$ cat config.mk
export PLATFORM = sky130hd
export DESIGN_NAME = fifo_uart_tx
export DESIGN_NICKNAME = d
export VERILOG_FILES = /design/src/rtl/fifo_uart_tx.sv
export SDC_FILE = /design/constraint.sdc
export NUM_CORES = 1
export LEC_CHECK = 0
export CORE_ASPECT_RATIO = 1.25
export CORE_UTILIZATION = 56
export CTS_CLUSTER_SIZE = 16
export DETAILED_ROUTE_END_ITERATION = 12
export PLACE_DENSITY = 0.78
export SLEW_MARGIN = 20
export SYNTH_ARGS = -nofsm -noshare
export SYNTH_HDL_FRONTEND = slang
export SYNTH_SLANG_ARGS = --single-unit
export TNS_END_PERCENT = 20
$ cat constraint.sdc
create_clock -name clk -period 2.2 [get_ports clk]
set_input_delay 0.44 -clock clk [delete_from_list [all_inputs] [get_ports clk]]
set_output_delay 0.44 -clock clk [all_outputs]
set_load 0.005 [all_outputs]
$ cat src/rtl/fifo_uart_tx.sv
// UART transmitter fed from a show-ahead byte FIFO: start bit, 8 data bits LSB
// first, optional parity, 1 or 2 stop bits, with one idle cycle between frames.
module fifo_uart_tx #(
   parameter int unsigned CLKS_PER_BIT = 16,
   parameter bit          PARITY_EN    = 1'b0,
   parameter bit          PARITY_ODD   = 1'b0,
   parameter int unsigned STOP_BITS    = 1
) (
   input  logic       clk,
   input  logic       rst,
   input  logic       tx_en,
   input  logic [7:0] fifo_dout,
   input  logic       fifo_empty,
   output logic       fifo_read,
   output logic       tx,
   output logic       busy,
   output logic       tx_done
);

   typedef enum logic [2:0] {
      IDLE,
      START,
      DATA,
      PARITY,
      STOP
   } state_t;

   localparam logic [15:0] BAUD_LAST = 16'(CLKS_PER_BIT - 1);
   localparam logic        STOP_LAST = 1'(STOP_BITS - 1);

   state_t      state, state_next;
   logic [15:0] baud_cnt, baud_next;
   logic [2:0]  bit_cnt, bit_next;
   logic        stop_cnt, stop_next;
   logic [7:0]  shift_reg, shift_next;
   logic        parity_bit, parity_next;
   logic        tx_next, busy_next, done_next;
   logic        bit_end;

   assign bit_end = (baud_cnt == BAUD_LAST);

   // Pop the head byte on the same edge that latches it; never outside IDLE.
   assign fifo_read = (state == IDLE) && tx_en && !fifo_empty && !rst;

   always_comb begin
      // NOTE: every signal gets a default first so no path can infer a latch.
      state_next  = state;
      baud_next   = baud_cnt;
      bit_next    = bit_cnt;
      stop_next   = stop_cnt;
      shift_next  = shift_reg;
      parity_next = parity_bit;
      tx_next     = tx;
      busy_next   = busy;
      done_next   = 1'b0;

      if (state != IDLE) begin
         baud_next = bit_end ? 16'd0 : baud_cnt + 16'd1;
      end

      case (state)
         IDLE: begin
            tx_next = 1'b1;
            if (fifo_read) begin
               shift_next  = fifo_dout;
               parity_next = (^fifo_dout) ^ PARITY_ODD;
               busy_next   = 1'b1;
               tx_next     = 1'b0;
               baud_next   = 16'd0;
               bit_next    = 3'd0;
               stop_next   = 1'b0;
               state_next  = START;
            end
         end
         START: begin
            if (bit_end) begin
               tx_next    = shift_reg[0];
               state_next = DATA;
            end
         end
         DATA: begin
            if (bit_end) begin
               shift_next = {1'b0, shift_reg[7:1]};
               bit_next   = bit_cnt + 3'd1;
               if (bit_cnt == 3'd7) begin
                  if (PARITY_EN) begin
                     tx_next    = parity_bit;
                     state_next = PARITY;
                  end else begin
                     tx_next    = 1'b1;
                     state_next = STOP;
                  end
               end else begin
                  // tx is registered, so present the next bit one edge early.
                  tx_next = shift_reg[1];
               end
            end
         end
         PARITY: begin
            if (bit_end) begin
               tx_next    = 1'b1;
               state_next = STOP;
            end
         end
         STOP: begin
            if (bit_end) begin
               if (stop_cnt == STOP_LAST) begin
                  tx_next    = 1'b1;
                  busy_next  = 1'b0;
                  done_next  = 1'b1;
                  state_next = IDLE;
               end else begin
                  stop_next = stop_cnt + 1'b1;
               end
            end
         end
         default: begin
            tx_next    = 1'b1;
            busy_next  = 1'b0;
            state_next = IDLE;
         end
      endcase
   end

   always_ff @(posedge clk) begin
      // NOTE: state registers use non-blocking assignment so every register
      // samples the pre-edge value of every other.
      if (rst) begin
         state      <= IDLE;
         baud_cnt   <= 16'd0;
         bit_cnt    <= 3'd0;
         stop_cnt   <= 1'b0;
         shift_reg  <= 8'd0;
         parity_bit <= 1'b0;
         tx         <= 1'b1;
         busy       <= 1'b0;
         tx_done    <= 1'b0;
      end else begin
         state      <= state_next;
         baud_cnt   <= baud_next;
         bit_cnt    <= bit_next;
         stop_cnt   <= stop_next;
         shift_reg  <= shift_next;
         parity_bit <= parity_next;
         tx         <= tx_next;
         busy       <= busy_next;
         tx_done    <= done_next;
      end
   end

endmodule

## Word level (Yosys, flattened, before mapping)

Index checks and enable logic that the tools add are counted.

| storage, ports and cells | value |
|---|---|
| bits in registers | 34 |
| bits of input ports | 12 |

| operators by class | value |
|---|---|
| $add $sub $neg | 3 |
| equality and inequality tests | 13 |
| multiplexer cells | 35 |
| bitwise logic cells | 3 |
| reductions and logical operators | 16 |

Operators by type and width:

| cell | number |
|---|---|
| two-way mux 16 bit | 4 |
| two-way mux 3 bit | 9 |
| adder 16 x 1 -> 16 bit, second input constant | 1 |
| == test 16 x 4 -> 1 bit, second input constant | 1 |
| two-way mux 8 bit | 2 |
| case mux 8 bit (2 select lines) | 1 |
| case mux 3 bit (5 select lines) | 1 |
| two-way mux 1 bit | 14 |
| != test 2 bit, second input constant | 7 |
| AND reduction 7 bit | 1 |
| == test 3 x 2 -> 1 bit, second input constant | 2 |
| == test 3 bit, second input constant | 2 |
| case mux 3 bit (2 select lines) | 1 |
| AND reduction 3 bit | 2 |
| OR reduction 3 bit | 2 |
| case mux 1 bit (5 select lines) | 1 |
| AND reduction 5 bit | 1 |
| AND reduction 4 bit | 1 |
| nonzero test 2 bit | 2 |
| adder 3 x 1 -> 3 bit, second input constant | 1 |
| == test 3 x 1 -> 1 bit, second input constant | 1 |
| logical AND 1 bit | 3 |
| logical NOT 3 bit | 1 |
| NOT 1 bit | 3 |
| 5 further kinds | 6 |

## Longest topological paths before layout

| logic depth | value |
|---|---|
| depth in word-level cells | 6 |
| gate-level depth with buffers | 8 |
| depth with buffers taken out | 6 |

## Worst setup path before layout

No wires, ideal clock.

| path | value |
|---|---|
| kind | input to register |
| from | input port rst |
| to | register shift_reg[3] |
| library setup time | 0.079 ns |
| data arrival time | 1.714 ns |
| data required time | 2.121 ns |
| slack | 0.406 ns |
| cell stages on the path | 7 |
| buffers on the path | 2 |
| cell sequence | buf_6 -> or2_4 -> or4_4 -> o21ai_4 -> buf_8 -> nor2_2 -> a211oi_2 |

| between the ends | value |
|---|---|
| longest elaborated chain between the ends | 4 |

RTL lines:

| item | line | source |
|---|---|---|
| from (decl) | 10 | `input logic rst,` |
| logical NOT 1 bit | 43 | `assign fifo_read = (state == IDLE) && tx_en && !fifo_empty && !rst;` |
| logical AND 1 bit | 43 |  |
| != test 2 bit (no line) | - |  |
| AND reduction 3 bit (no line) | - |  |
| to (signal assigned) | 143 | `shift_reg <= shift_next;` |
| to (decl) | 35 | `logic [7:0] shift_reg, shift_next;` |

Parallel ways exist; a longest one is shown, timed or not.
A chain may end at the register's enable or synchronous reset.

## Worst setup path in the final report

| path | value |
|---|---|
| from | input port fifo_empty |
| to | output port fifo_read |

| between the ends | value |
|---|---|
| longest elaborated chain between the ends | 3 |

RTL lines:

| item | line | source |
|---|---|---|
| from (decl) | 13 | `input logic fifo_empty,` |
| logical NOT 1 bit | 43 |  |
| logical AND 1 bit (2 in series) | 43 |  |
| to (decl) | 14 | `output logic fifo_read,` |

No other way between the ends.

==> key figures <==
Setup path
  • Worst EP required: 1.76 ns
  • Worst path top cell family by delay: simple AND/OR/NAND/NOR gates
  • Crit end category: output port
  • Slowest cell on the critical path: or4_4
  • Worst Path Max Fanout: 2
  • R2r worst-path depth: 7
  • RR Endpoint: baud_cnt[15]
  • Setup slack, reg-to-reg: 0.17 ns
  • Crit path largest cell delay: roughly 0.48 ns
  • Startpoint type of the worst setup path: input port
  • Crit Path Class: in -> out
  • WP buf/inv: 3
  • RR Startpoint: baud_cnt[0]
  • Critical-path cell list: clkdlybuf4s50_1 -> nand2b_4 -> or4_4 -> inv_2 -> clkbuf_2
  • Arrival time worst endpoint: around 1.6 ns

CTS
  • CTS Root Buffer Type: clkbuf_4
  • CTS tree: yes
  • Clock Sinks: 33
  • H-tree depth: 2
  • Num CTS Buffers: 5
  • Hold buffer count at cts: 0
  • CTS Buffer Depth: 2
  • Clk slew on worst S/H paths: about 0.12 ns
  • Clk_lat worst skew: 0.35 ns

Power and ir drop
  • Psw: 0.326 mW
  • Switching Fraction: roughly 26%
  • Power share of the combinational group: approximately an eighth
  • Leakage: around 0.78 nW
  • Pwr Total: about 1.3 mW
  • P_int: approximately 0.93 mW
  • Sequential Power Share: about half
  • Pwr dens: between 600 and 700 mW/mm^2
  • Power share of the clock group: around 37%
  • VDD IR max: between 600 and 700 uV

Yosys
  • Number of synthesized flops with an enable pin: 0
  • Post-synthesis sequential area ratio: 38.9%
  • Post-Syn Area per Cell: 8.99 um^2
  • Cells after Synth: 189
  • Cell Area, Synth: about 0.0017 mm^2
  • Synth unique cells: 52
  • Synth Warn #: 0
  • Syn Nets: between 200 and 250
  • Yosys reg bits: 33
  • Main flop type after synthesis: dfxtp_1
  • Ys async rst share: 0%

Detailed routing
  • Max Used Layer: met4
  • WL met2: between 1500 and 2000 um
  • 1st-iter DRT viols: 31
  • Detailed Routing Iterations Pass 1: 4
  • DR vias/cell: approximately 6.0
  • DRC Markers: 0
  • Met3 wire length: about 120 um
  • Mean routed wirelength per cell: between 10 and 15 um
  • Wl on met1: about 1500 um
  • Via count: 1,510
  • Antenna violation net count after detailed routing: 0
  • Drt total wl: ~3600 um

Run
  • Max_cap viols: 0

Placement
  • Placer Congestion: ~0.90
  • Place WS: -0.347 ns
  • Dpl cells: between 200 and 250
  • HPWL after DPL: 2610 um
  • IO Port Bufs: 15
  • Placed cell areas: roughly 0.0019 mm^2

Timing
  • Final setup TNS: 0 ns
  • Achievable clock frequency: approximately 0.48 GHz
  • Final Skew: 0.0117 ns
  • Final WS setup: about 0.12 ns
  • Period minus WS final: between 2 and 2.5 ns
  • Slew Viols, Final: 0
  • RSZ-0062 raised after global routing: no
  • Slew margin rel.: between 60% and 70%
  • Final setup fails: 0
  • Final period utilization: 94.7%
  • Final hold vios: 0
  • Worst slew pin tran: approximately 0.51 ns

Global route
  • GRT Total Usage: approximately 25%
  • Antenna violations before repair: 0
  • Largest net degree at the start of global routing: 28
  • Vias in the first global route: 1,508
  • Final global-route overflow total: 0
  • First-pass GRT wire length: a little over 6000 um

Floorplanning
  • Die Height: 63.6 um
  • Starting Density: around three fifths
  • Area of the die: roughly 0.0033 mm^2
  • Core Region: 0.00292 mm^2
  • Die Width: between 50 and 60 um
  • # IOs: 16
  • Standard-cell rows: 22

Min path
  • WHS Endpoint: shift_reg[7]
  • HP Start: shift_reg[7]
  • Hold Path Depth: 2
  • Hold WC Path Type: reg -> reg

Cells and area
  • Fillcell total: 251
  • N_diodes: 0
  • Most common cell after layout, fill and taps aside: dfxtp_1
  • Fin nets: approximately 230
  • Final instance area: between 0.002 and 0.0025 mm^2
  • Proportion of layout cells with a drive suffix above 1: around a fifth
  • Most frequent cells in the layout: dfxtp_1 (33), nor2_1 (20), buf_4 (13)
  • Area grow syn2layout: 18.0%
  • Largest register FFs: 16
  • Post-Layout Cell Count: 250

Outcome
  • Run status: finished clean
metal layers:
metal,track usage (%),vias up
li1,-,755
met1,24.1,720
met2,46.1,29
met3,8.70,6
met4,13.2,0
met5,0,-
logic make-up after synthesis:
| kind of cell | after synthesis | synth area share, % |
|---|---|---|
| mux | 8 | 4.71 |
| simple gates | 73 | 24.4 |
| flops | 33 | 38.9 |
| fa+ha+maj | 3 | 2.21 |
| buf+inv | 16 | 5.23 |
| xor+xnor | 3 | 1.55 |
| compound gates | 53 | 23.0 |
cell usage after synthesis, drive strengths merged, types with 4 or more instances:
master | count | area share (%)
a211oi | 6 | 3.5
a21oi | 9 | 2.7
a22oi | 4 | 1.8
a31oi | 7 | 2.6
a41oi | 4 | 2.5
buf | 8 | 3.5
dfxtp | 33 | 39
inv | 5 | 1.1
mux2i | 8 | 4.7
nand2 | 11 | 2.4
nand3 | 8 | 2.4
nor2 | 23 | 5.5
nor3 | 5 | 1.5
nor4 | 4 | 2.6
o21ai | 9 | 3.3
worst min-delay path, cell delays in order, from the launching register on:
cell and delay [ns]:
dfxtp_1 0.31, inv_1 0.06, o32ai_1 0.09
worst max path at each step:
stage               slack [ns]         from  cells past startpoint            to
global route              0.02  baud_cnt[0]                      7   baud_cnt[8]
global placement         -0.35          rst                      5     fifo_read
CTS                       0.02   fifo_empty                      5     fifo_read
floorplan                 0.41          rst                      7  shift_reg[3]
detailed placement       -0.35          rst                      5     fifo_read
finish                    0.12   fifo_empty                      5     fifo_read
power by group through the flow:
stage               logic, mW  registers, mW  clock network (mW)
floorplan               0.110          0.637                   0
global placement        0.155          0.643                   0
detailed placement      0.159          0.645                   0
CTS                     0.161          0.632               0.476
global route            0.178          0.635               0.510
finish                  0.163          0.632               0.464
per-stage QoR:
stage	hold WS (ns)	util (%)
final	0.495	68.7
after global routing	0.513	68.7
after CTS	0.499	68.7
after global placement	0.460	65.6
after detailed placement	0.483	65.6
after floorplan	0.446	-
layout make-up:
| type | instances | area (um^2) | share of cell area (%) |
|---|---|---|---|
| sequential | 33 | 661 | 32.9 |
| clock buffer | 5 | 37.5 | 1.87 |
| clock inverter | 3 | 46.3 | 2.31 |
| timing repair buffer | 28 | 240 | 12.0 |
| tap | 36 | 45.0 | 2.25 |
| inverter | 5 | 18.8 | 0.936 |
| multi-input combinational | 140 | 957 | 47.7 |
what timing repair did:
action	in CTS	in global routing
gates resized for setup	6	1
pin swaps	0	0
setup endpoints to repair	1	1
setup buffers	0	1
No activity file was read; power rests on OpenSTA's default activity.
